<file path="src/rtl/button_event_gen.sv">
// button_event_gen: turns one raw bouncing push-button into a debounced level
// plus single-cycle press / release / auto-repeat / event strobes.
// Chain: 2-flop synchroniser -> debounce counter -> repeat timer FSM.
module button_event_gen #(
   parameter int DEBOUNCE_CYCLES = 250000,
   parameter int REPEAT_DELAY    = 12500000,
   parameter int REPEAT_PERIOD   = 2500000
) (
   input  logic i_clk,
   input  logic i_reset,
   input  logic i_sw,
   input  logic i_repeat_en,
   output logic o_level,
   output logic o_press,
   output logic o_release,
   output logic o_repeat,
   output logic o_event
);

   localparam int CW   = $clog2(DEBOUNCE_CYCLES + 1);
   localparam int RMAX = (REPEAT_DELAY > REPEAT_PERIOD) ? REPEAT_DELAY : REPEAT_PERIOD;
   localparam int TW   = $clog2(RMAX + 1);

   localparam logic [CW-1:0] DB_LAST  = CW'(DEBOUNCE_CYCLES - 1);
   localparam logic [TW-1:0] T_DELAY  = TW'(REPEAT_DELAY - 1);
   localparam logic [TW-1:0] T_PERIOD = TW'(REPEAT_PERIOD - 1);

   typedef enum logic [1:0] {
      IDLE   = 2'd0,
      HOLD   = 2'd1,
      REPEAT = 2'd2
   } state_t;

   logic          r_sync1, r_sync2;
   logic [CW-1:0] r_cnt, cnt_nxt;
   logic          level_nxt, press_nxt, release_nxt, repeat_nxt;
   state_t        r_state, state_nxt;
   logic [TW-1:0] r_timer, timer_nxt;

   // Debounce: count consecutive cycles the synchronised input disagrees
   // with the current level; any agreement restarts the count.
   always_comb begin
      cnt_nxt   = '0;
      level_nxt = o_level;
      if (r_sync2 != o_level) begin
         if (r_cnt == DB_LAST) level_nxt = ~o_level;
         else                  cnt_nxt   = r_cnt + 1'b1;
      end
   end

   assign press_nxt   =  level_nxt & ~o_level;
   assign release_nxt = ~level_nxt &  o_level;

   // Repeat FSM: keyed off the level being registered this edge, so a
   // release edge cancels any repeat due in the same cycle.
   always_comb begin
      state_nxt  = r_state;
      timer_nxt  = r_timer;
      repeat_nxt = 1'b0;
      case (r_state)
         IDLE: begin
            if (press_nxt) begin
               timer_nxt = T_DELAY;
               state_nxt = HOLD;
            end
         end
         HOLD: begin
            if (!level_nxt) begin
               state_nxt = IDLE;
            end else if (!i_repeat_en) begin
               timer_nxt = T_DELAY;
            end else if (r_timer == '0) begin
               repeat_nxt = 1'b1;
               timer_nxt  = T_PERIOD;
               state_nxt  = REPEAT;
            end else begin
               timer_nxt = r_timer - 1'b1;
            end
         end
         REPEAT: begin
            if (!level_nxt) begin
               state_nxt = IDLE;
            end else if (!i_repeat_en) begin
               timer_nxt = T_DELAY;
               state_nxt = HOLD;
            end else if (r_timer == '0) begin
               repeat_nxt = 1'b1;
               timer_nxt  = T_PERIOD;
            end else begin
               timer_nxt = r_timer - 1'b1;
            end
         end
         default: state_nxt = IDLE;
      endcase
   end

   // State and registered outputs; reset wins over everything.
   always_ff @(posedge i_clk) begin
      if (i_reset) begin
         r_sync1   <= 1'b0;
         r_sync2   <= 1'b0;
         r_cnt     <= '0;
         o_level   <= 1'b0;
         o_press   <= 1'b0;
         o_release <= 1'b0;
         o_repeat  <= 1'b0;
         o_event   <= 1'b0;
         r_state   <= IDLE;
         r_timer   <= '0;
      end else begin
         r_sync1   <= i_sw;
         r_sync2   <= r_sync1;
         r_cnt     <= cnt_nxt;
         o_level   <= level_nxt;
         o_press   <= press_nxt;
         o_release <= release_nxt;
         o_repeat  <= repeat_nxt;
         o_event   <= press_nxt | repeat_nxt;
         r_state   <= state_nxt;
         r_timer   <= timer_nxt;
      end
   end

endmodule
</file>
<file path="config.mk">
export PLATFORM = sky130hd
export DESIGN_NAME = button_event_gen
export DESIGN_NICKNAME = d
export VERILOG_FILES = /design/src/rtl/button_event_gen.sv
export SDC_FILE = /design/constraint.sdc
export NUM_CORES = 1
export LEC_CHECK = 0
export CAP_MARGIN = 20
export CORE_MARGIN = 3
export CORE_UTILIZATION = 40
export DETAILED_ROUTE_END_ITERATION = 10
export REMOVE_ABC_BUFFERS = 1
export SLEW_MARGIN = 30
export SYNTH_ARGS = -nofsm -noshare
export SYNTH_HDL_FRONTEND = slang
export SYNTH_SLANG_ARGS = --single-unit
export TNS_END_PERCENT = 1
</file>
<file path="constraint.sdc">
create_clock -name i_clk -period 5.9 [get_ports i_clk]
set_input_delay 1.475 -clock i_clk [delete_from_list [all_inputs] [get_ports i_clk]]
set_output_delay 1.475 -clock i_clk [all_outputs]
set_load 0.1 [all_outputs]
</file>
==> reports/qor.csv, run 1 <==
metric,value,unit
synth_area,0.002646,mm²
fin_crit_sh,0.5852,
crit_path_end_kind,output port,
die_x,87.34,µm
multi_input_comb_area,0.001531,mm²
critPathMaxFanout,9,
seq_area_frac_synth,0.3858,
grt_antenna_before_repair,0,
final_cell_mix,"51 x dfxtp_1, 36 x nor2_1, 28 x a21oi_1",
clock-sinks,51,
regArea,0.001021,mm²
fill_cells,637,
crit_cells,1,
postSynth.asyncResetShare,0,
grt_pass1_vias,2259,
max_cap_viol_count,0,
ctsHoldBuffers,0,
first_iter_violations,146,
place_congestion,0.8203,
grt-ovfl-total,0,
status,completed,
cts_resized,0,
max_stage_delay,1.19,ns
synth_edf_count,0,
critPathSlowestCell,clkdlybuf4s50_1,
rsz0062_at_grt,false,
grt_pass1_wl,10720,µm
drive_gt1_frac,0.04834,
critPathTopFamily,buffers and inverters,
finalWirelength,6025,µm
cts.clk_slew.worst_paths,0.10,ns
ys_ff_latch,51,
cts_root_buf,clkbuf_8,
clock_skew,0.005837,ns
grt_max_degree,34,
cts_tree,done,
worst_pin_slew,0.9745,ns
crit_buf_inv,1,
cts_setup_buffers,0,
ctsHtreeMaxLevel,2,
hpwl,4230,µm
yosysUniqueCellTypes,46,
yosys_warnings,0,
die_h,87.34,µm
worstSkewPairLatency,0.30,ns
finalNetCount,341,
first_pass_iters,4,
vias,2344,
initial_core_util,0.4144,
p_leak,0.9602,nW
finalHoldViolCount,0,
tns,0,ns
die-area,0.007627,mm²
wl_per_cell,14.77,µm
ir_drop,109.6,µV
crit_type,flop to output port,
hp-class,flop to flop,
path_cells,clkdlybuf4s50_1,
period_minus_slack,3.452,ns
drc,0,
arrival,1.98,ns
diodes,0,
required,4.43,ns
postSynthCellCount,325,
setup_viol_count_final,0,
place.port_buffers,8,
grtUsageMet1,0.2395,
cts.path.max_buffers,2,
startpoint_type,flop,
power_density,212.5,mW/mm²
ys.flop_type,dfxtp_1,
whs_path_depth,1,
row_count,29,
design.portCount,9,
r2r_cells,6,
slew_viol_final,0,
via_per_inst,5.745,
avgSynthCellArea,8.142,µm²
fmax,289.6,MHz
final_util,0.4512,
cts_inserted_buffers,5,
worst_slew_margin_rel,0.3483,
drtAntennaViolNets,0,
met3_usage,0.03122,
final_common_cell,dfxtp_1,
use_met2,0.2733,
core_area,0.006386,mm²
syn_to_final_growth,8.889,%
grt_usage,0.1729,
top_usage_layer,met2,
==> cells in the mapped netlist, types with 6 or more instances <==
cell type	n	share of area
dfxtp_1	51	0.39
a311oi_1	8	0.026
xor2_1	9	0.030
xnor2_1	6	0.020
nand4_1	9	0.021
nand2b_1	9	0.021
inv_1	11	0.016
a21oi_1	28	0.053
nand3_1	7	0.013
clkbuf_1	10	0.014
ha_1	7	0.033
nor4_1	10	0.024
nor2_1	36	0.051
nor3_1	17	0.032
o21ai_0	14	0.026
nand2_1	22	0.031
o21ai_1	8	0.015
==> final timing paths <==
path / startpoint / end / slack [ns]
max: o_level$_SDFF_PP0_ / o_level / 2.45
max reg2reg: r_timer[4]$_SDFFE_PP0P_ / r_state[1]$_SDFFE_PP0P_ / 3.13
min reg2reg: r_sync1$_SDFF_PP0_ / r_sync2$_SDFF_PP0_ / 0.45
min: r_sync1$_SDFF_PP0_ / r_sync2$_SDFF_PP0_ / 0.45
==> power breakdown <==
group | switching, mW | internal (mW)
registers | 0.00336 | 0.348
logic | 0.0373 | 0.0223
clock network | 0.119 | 0.0828
total | 0.160 | 0.453
==> state kept, by name (all words and copies together) (netlist names) <==
| name | cells |
|---|---|
| r_cnt | 18 |
| r_state | 2 |
| o_event | 1 |
| r_timer | 24 |
| r_sync1 | 1 |
| r_sync2 | 1 |
| o_repeat | 1 |
| o_level | 1 |
| o_press | 1 |
| o_release | 1 |
==> layout make-up <==
class                   instances  share of cell area
clock buffers                   5             0.02388
clock inverters                 3            0.006947
inverters                      11             0.01433
multi-input cells             250              0.5315
flip-flops and latches         51              0.3543
well taps                      77             0.03343
repair buffers                 11             0.03561
==> per-stage QoR <==
stage / worst slack [ns] / instances / cell area, µm² / power [mW] / hold WS, ns
final: 2.448 / 408 / 2882 / 0.6124 / 0.4483
after detailed placement: 2.472 / 400 / 2793 / 0.4187 / 0.4314
after CTS: 2.420 / 408 / 2882 / 0.6211 / 0.4551
after global placement: 2.496 / 400 / 2793 / 0.4183 / 0.4336
after global routing: 2.361 / 408 / 2882 / 0.6423 / 0.4647
after floorplan: 3.274 / 312 / 2594 / 0.4002 / 0.4138
==> per-layer routing <==
layer | vias to the layer above | part of all wire
met5 | - | 0
met4 | 0 | 0.0080
met3 | 5 | 0.032
met2 | 44 | 0.45
met1 | 1092 | 0.51
li1 | 1203 | -
==> cell families (layout without fill, tap and decap cells) <==
group,after synthesis,in the layout,synth area share
AOI/OAI and AO/OA,83,83,0.2000
xor gates and xnor gates,15,15,0.04965
adders and majority gates,7,7,0.03310
buffers and inverters,24,30,0.03546
DFF,51,51,0.3858
and+or+nand+nor,145,145,0.2960
(Power assumes the default switching activity.)
==> inputs of run 2 (changes only) <==
clock period = 3.13 ns   (was 5.9 ns; I/O delays follow)
==> reports/qor.csv, run 2 (same netlist as run 1, synthesis figures left out) <==
metric,value,unit
initial_core_util,0.4144,
die_h,87.34,µm
r2r_cells,6,
worst_pin_slew,0.5958,ns
critPathTopFamily,simple AND/OR/NAND/NOR gates,
r2r_end,r_timer[3]$_SDFFE_PP0P_,
min_to,r_sync2$_SDFF_PP0_,
syn_to_final_growth,11.63,%
power.share.clock,0.415,
grt_antenna_before_repair,0,
final_common_cell,dfxtp_1,
crit_path_end_kind,flop,
cts_root_buf,clkbuf_8,
first_iter_violations,157,
reg_top3,"r_timer (24), r_cnt (18), r_state (2)",
grt_max_degree,25,
ctsHoldBuffers,0,
first_pass_iters,4,
cts_inserted_buffers,5,
drc,0,
grt-ovfl-total,0,
multi_input_comb_area,0.001531,mm²
hpwl,4292,µm
fin_crit_sh,0.7718,
worst_slew_margin_rel,0.5991,
worstSkewPairLatency,0.31,ns
final_cell_mix,"51 x dfxtp_1, 36 x nor2_1, 28 x a21oi_1",
ff2ff_setup_slack,0.71,ns
drive_gt1_frac,0.07738,
power.share.combinational,0.085,
finalNetCount,346,
critPathSlowestCell,or3_1,
switching_share,0.2328,
via_per_inst,5.685,
grt_pass1_vias,2148,
cts_resized,0,
max_cap_viol_count,0,
diodes,0,
clock_skew,0.004944,ns
largest_reg_flops,24,
whs_path_depth,1,
required,3.35,ns
pwr-share-seq,0.500,
period_minus_slack,2.416,ns
regArea,0.001021,mm²
wl_per_cell,14.84,µm
cts_setup_buffers,0,
place_congestion,0.8246,
crit_type,flop to flop,
p_leak,1.018,nW
design.portCount,9,
core_area,0.006386,mm²
ir_drop,258.9,µV
hp-class,flop to flop,
grt_usage,0.1660,
worstReg2RegStart,r_timer[12]$_SDFFE_PP0P_,
finalWirelength,6129,µm
whs,0.4435,ns
finalHoldViolCount,0,
drtAntennaViolNets,0,
status,completed,
fill_cells,635,
crit_buf_inv,1,
cts.clk_slew.worst_paths,0.10,ns
p_int,1.016,mW
critPathMaxFanout,7,
place.port_buffers,8,
cts.path.max_buffers,2,
die_x,87.34,µm
path_cells,"or3_4, or3_1, o31ai_4, nor2_1, buf_4, a311oi_1",
worstHoldStart,r_sync1$_SDFF_PP0_,
cts_tree,done,
clock-sinks,51,
startpoint_type,flop,
power_density,448.5,mW/mm²
fmax,414.0,MHz
tns,0,ns
switchingPower,0.3085,mW
rsz0062_at_grt,false,
ctsHtreeMaxLevel,2,
grt_pass1_wl,10250,µm
vias,2348,
arrival,2.63,ns
regMostFlops,r_timer,
row_count,29,
max_stage_delay,0.50,ns
setup_viol_count_final,0,
slew_viol_final,0,
die-area,0.007627,mm²
==> run 2: cell types whose count changed in the layout (fill, tap and decap cells not counted), sizes merged <==
| cell | change |
|---|---|
| clkdlybuf4s50 | -5 |
| clkinv | -1 |
| buf | +10 |
| clkinvlp | -1 |
| bufinv | +2 |
==> run 2: power by group through the flow <==
stage	Clock (mW)	Combinational (mW)	Sequential, mW
2_1_floorplan	0	0.0785	0.676
3_3_place_gp	0	0.111	0.678
3_5_place_dp	0	0.112	0.677
4_1_cts	0.560	0.113	0.663
5_1_grt	0.586	0.128	0.664
6_report	0.550	0.112	0.663
==> run 2: worst max-delay path by stage <==
stage,from,to,cells past startpoint
2_1_floorplan,o_level$_SDFF_PP0_,r_timer[5]$_SDFFE_PP0P_,4
3_3_place_gp,i_repeat_en,r_state[1]$_SDFFE_PP0P_,5
3_5_place_dp,i_repeat_en,r_timer[14]$_SDFFE_PP0P_,5
4_1_cts,r_timer[12]$_SDFFE_PP0P_,r_timer[3]$_SDFFE_PP0P_,6
5_1_grt,r_timer[17]$_SDFFE_PP0P_,r_timer[13]$_SDFFE_PP0P_,6
6_report,r_timer[12]$_SDFFE_PP0P_,r_timer[3]$_SDFFE_PP0P_,6
==> run 2: layout make-up <==
cell class,count,area share
well taps,77,0.03261
repair buffers,16,0.04320
clock buffers,5,0.02330
multi-input cells,250,0.5184
flip-flops and latches,51,0.3456
inverters,11,0.01398
clock inverters,3,0.02287
==> run 2: worst register-to-register path, stage by stage (launching register included) <==
cell,delay [ns]
dfxtp_1,0.38
or3_4,0.43
or3_1,0.50
o31ai_4,0.46
nor2_1,0.13
buf_4,0.19
a311oi_1,0.25
==> run 2: metal layers <==
layer	global-route usage	vias up	wire, µm
met4	0.06137	0	102
met5	0	-	0
li1	-	1207	-
met1	0.2257	1091	3111
met3	0.02838	11	191
met2	0.2616	39	2723
==> run 2: metrics by stage <==
step / instance area, µm² / power, mW / std cells / setup WS (ns) / util
2_1_floorplan: 2594 / 0.7543 / 312 / 0.5038 / -
3_3_place_gp: 2818 / 0.7892 / 405 / 0.6075 / 0.4412
3_5_place_dp: 2818 / 0.7896 / 405 / 0.5674 / 0.4412
4_1_cts: 2954 / 1.336 / 413 / 0.7498 / 0.4626
5_1_grt: 2954 / 1.377 / 413 / 0.5826 / 0.4626
6_report: 2954 / 1.325 / 413 / 0.7143 / 0.4626
==> inputs of run 3 (changes only) <==
clock period = 2.3 ns   (was 3.13 ns; I/O delays follow)
==> reports/qor.csv, run 3 (same netlist as run 1, synthesis figures left out) <==
metric,value,unit
fin_crit_sh,0.9461,
status,completed,
power.share.clock,0.332,
setup_viol_count_final,0,
core_area,0.006386,mm²
drtAntennaViolNets,0,
maxUsedRoutingLayer,met4,
cts_tree,done,
place_congestion,0.9072,
final_common_cell,dfxtp_1,
place.port_buffers,8,
clock_skew,0.01384,ns
critPathSlowestCell,or4_1,
ctsHtreeMaxLevel,2,
startpoint_type,flop,
vias,2486,
finalWirelength,6507,µm
grt_antenna_before_repair,0,
ctsHoldBuffers,0,
reg_top3,"r_timer (24), r_cnt (18), r_state (2)",
power.share.combinational,0.118,
switching_share,0.2733,
multi_input_comb_area,0.001572,mm²
required,2.56,ns
syn_to_final_growth,20.00,%
p_total,1.641,mW
fill_cells,616,
grt-ovfl-total,0,
slew_viol_final,0,
period_minus_slack,2.176,ns
arrival,2.43,ns
p_int,1.193,mW
die-area,0.007627,mm²
path_cells,"nor4bb_4, nand4_1, o41ai_1, a211oi_1, or4_1, a21oi_1",
via_per_inst,5.676,
hpwl,4735,µm
placed_cell_area,0.003028,mm²
die_x,87.34,µm
rsz0062_at_grt,true,
grt_max_degree,24,
pwr-share-seq,0.550,
worstSkewPairLatency,0.31,ns
first_pass_iters,4,
cts.path.max_buffers,2,
row_count,29,
wl_met1,3189,µm
final_util,0.4973,
finalNetCount,371,
ir_drop,324.4,µV
grt_pass1_vias,2337,
wl_per_cell,14.86,µm
crit_type,flop to flop,
critPathMaxFanout,4,
max_cap_viol_count,0,
first_iter_violations,149,
layout_setup_ws,0.1240,ns
fin_area,0.003176,mm²
cts_inserted_buffers,5,
regArea,0.001021,mm²
crit_path_end_kind,flop,
power_density,516.8,mW/mm²
die_h,87.34,µm
drc,0,
worst_pin_slew,0.4273,ns
cts_root_buf,clkbuf_8,
largest_reg_flops,24,
crit_buf_inv,0,
critPathTopFamily,simple AND/OR/NAND/NOR gates,
post-place-ws,-0.07165,ns
design.portCount,9,
worst_slew_margin_rel,0.7134,
initial_core_util,0.4144,
finalHoldViolCount,0,
route.met3.wl,252,µm
switchingPower,0.4486,mW
diodes,0,
drive_gt1_frac,0.1579,
cts.clk_slew.worst_paths,0.11,ns
p_leak,1.136,nW
wl_met2,2956,µm
grt_pass1_wl,11090,µm
max_stage_delay,0.48,ns
grt_usage,0.1809,
fmax,459.6,MHz
regMostFlops,r_timer,
clock-sinks,51,
final_cell_mix,"51 x dfxtp_1, 36 x nor2_1, 35 x buf_4",
hp-class,flop to flop,
==> run 3: changes by cell type in the layout (fill, tap and decap cells not counted), sizes merged <==
cell,previous run,this run
buf,13,38
bufinv,2,0
clkinv,0,1
inv,11,12
==> run 3: repair_timing <==
item	4_1_cts	5_1_grt
gates resized for setup	1	8
setup endpoints to repair	1	13
setup buffers	0	2
pin swaps	0	1
hold endpoints to repair	0	0
cloned	0	0
==> run 3: routing by layer <==
metal  GRT usage  vias to the layer above
li1            -                     1264
met1      0.2550                     1160
met2      0.2808                       51
met3     0.02649                       11
met4     0.06137                        0
met5           0                        -
==> run 3: layout make-up <==
class                           count  area share
Multi-Input combinational cell    250      0.4949
Clock buffer                        5     0.02167
Inverter                           11     0.01300
Sequential cell                    51      0.3215
Clock inverter                      3    0.007486
Timing Repair Buffer               41      0.1111
Tap cell                           77     0.03034
==> run 3: worst paths after layout <==
| check | end | slack (ns) | depth (start not counted) | startpoint |
|---|---|---|---|---|
| worst max register to register | r_state[1]$_SDFFE_PP0P_ | 0.12 | 6 | r_cnt[12]$_SDFF_PP0_ |
| worst min register to register | r_sync2$_SDFF_PP0_ | 0.45 | 1 | r_sync1$_SDFF_PP0_ |
| worst max-delay path | r_state[1]$_SDFFE_PP0P_ | 0.12 | 6 | r_cnt[12]$_SDFF_PP0_ |
| worst min-delay path | r_sync2$_SDFF_PP0_ | 0.45 | 1 | r_sync1$_SDFF_PP0_ |
==> run 3: worst reg2reg max path, delay by kind of cell (launching register included) <==
kind / cells / cell delay [ns]
AO/OA/AOI/OAI: 3 / 0.69
AND/OR/NAND/NOR: 3 / 1.05
flip-flops: 1 / 0.39
==> run 3: power by group through the flow <==
| stage | Clock, mW | Combinational (mW) | Sequential, mW |
|---|---|---|---|
| after floorplan | 0 | 0.107 | 0.920 |
| after CTS | 0.569 | 0.184 | 0.902 |
| after global routing | 0.595 | 0.208 | 0.903 |
| final | 0.545 | 0.194 | 0.902 |
| after detailed placement | 0 | 0.183 | 0.923 |
| after global placement | 0 | 0.182 | 0.921 |
==> run 3: metrics by stage <==
stage / hold slack (ns) / std cells / setup TNS (ns)
final: 0.4465 / 438 / 0
after global routing: 0.4780 / 438 / -0.008382
after CTS: 0.4553 / 436 / 0
after detailed placement: 0.4428 / 428 / -0.07165
after global placement: 0.4302 / 428 / 0
after floorplan: 0.4138 / 312 / -5.322
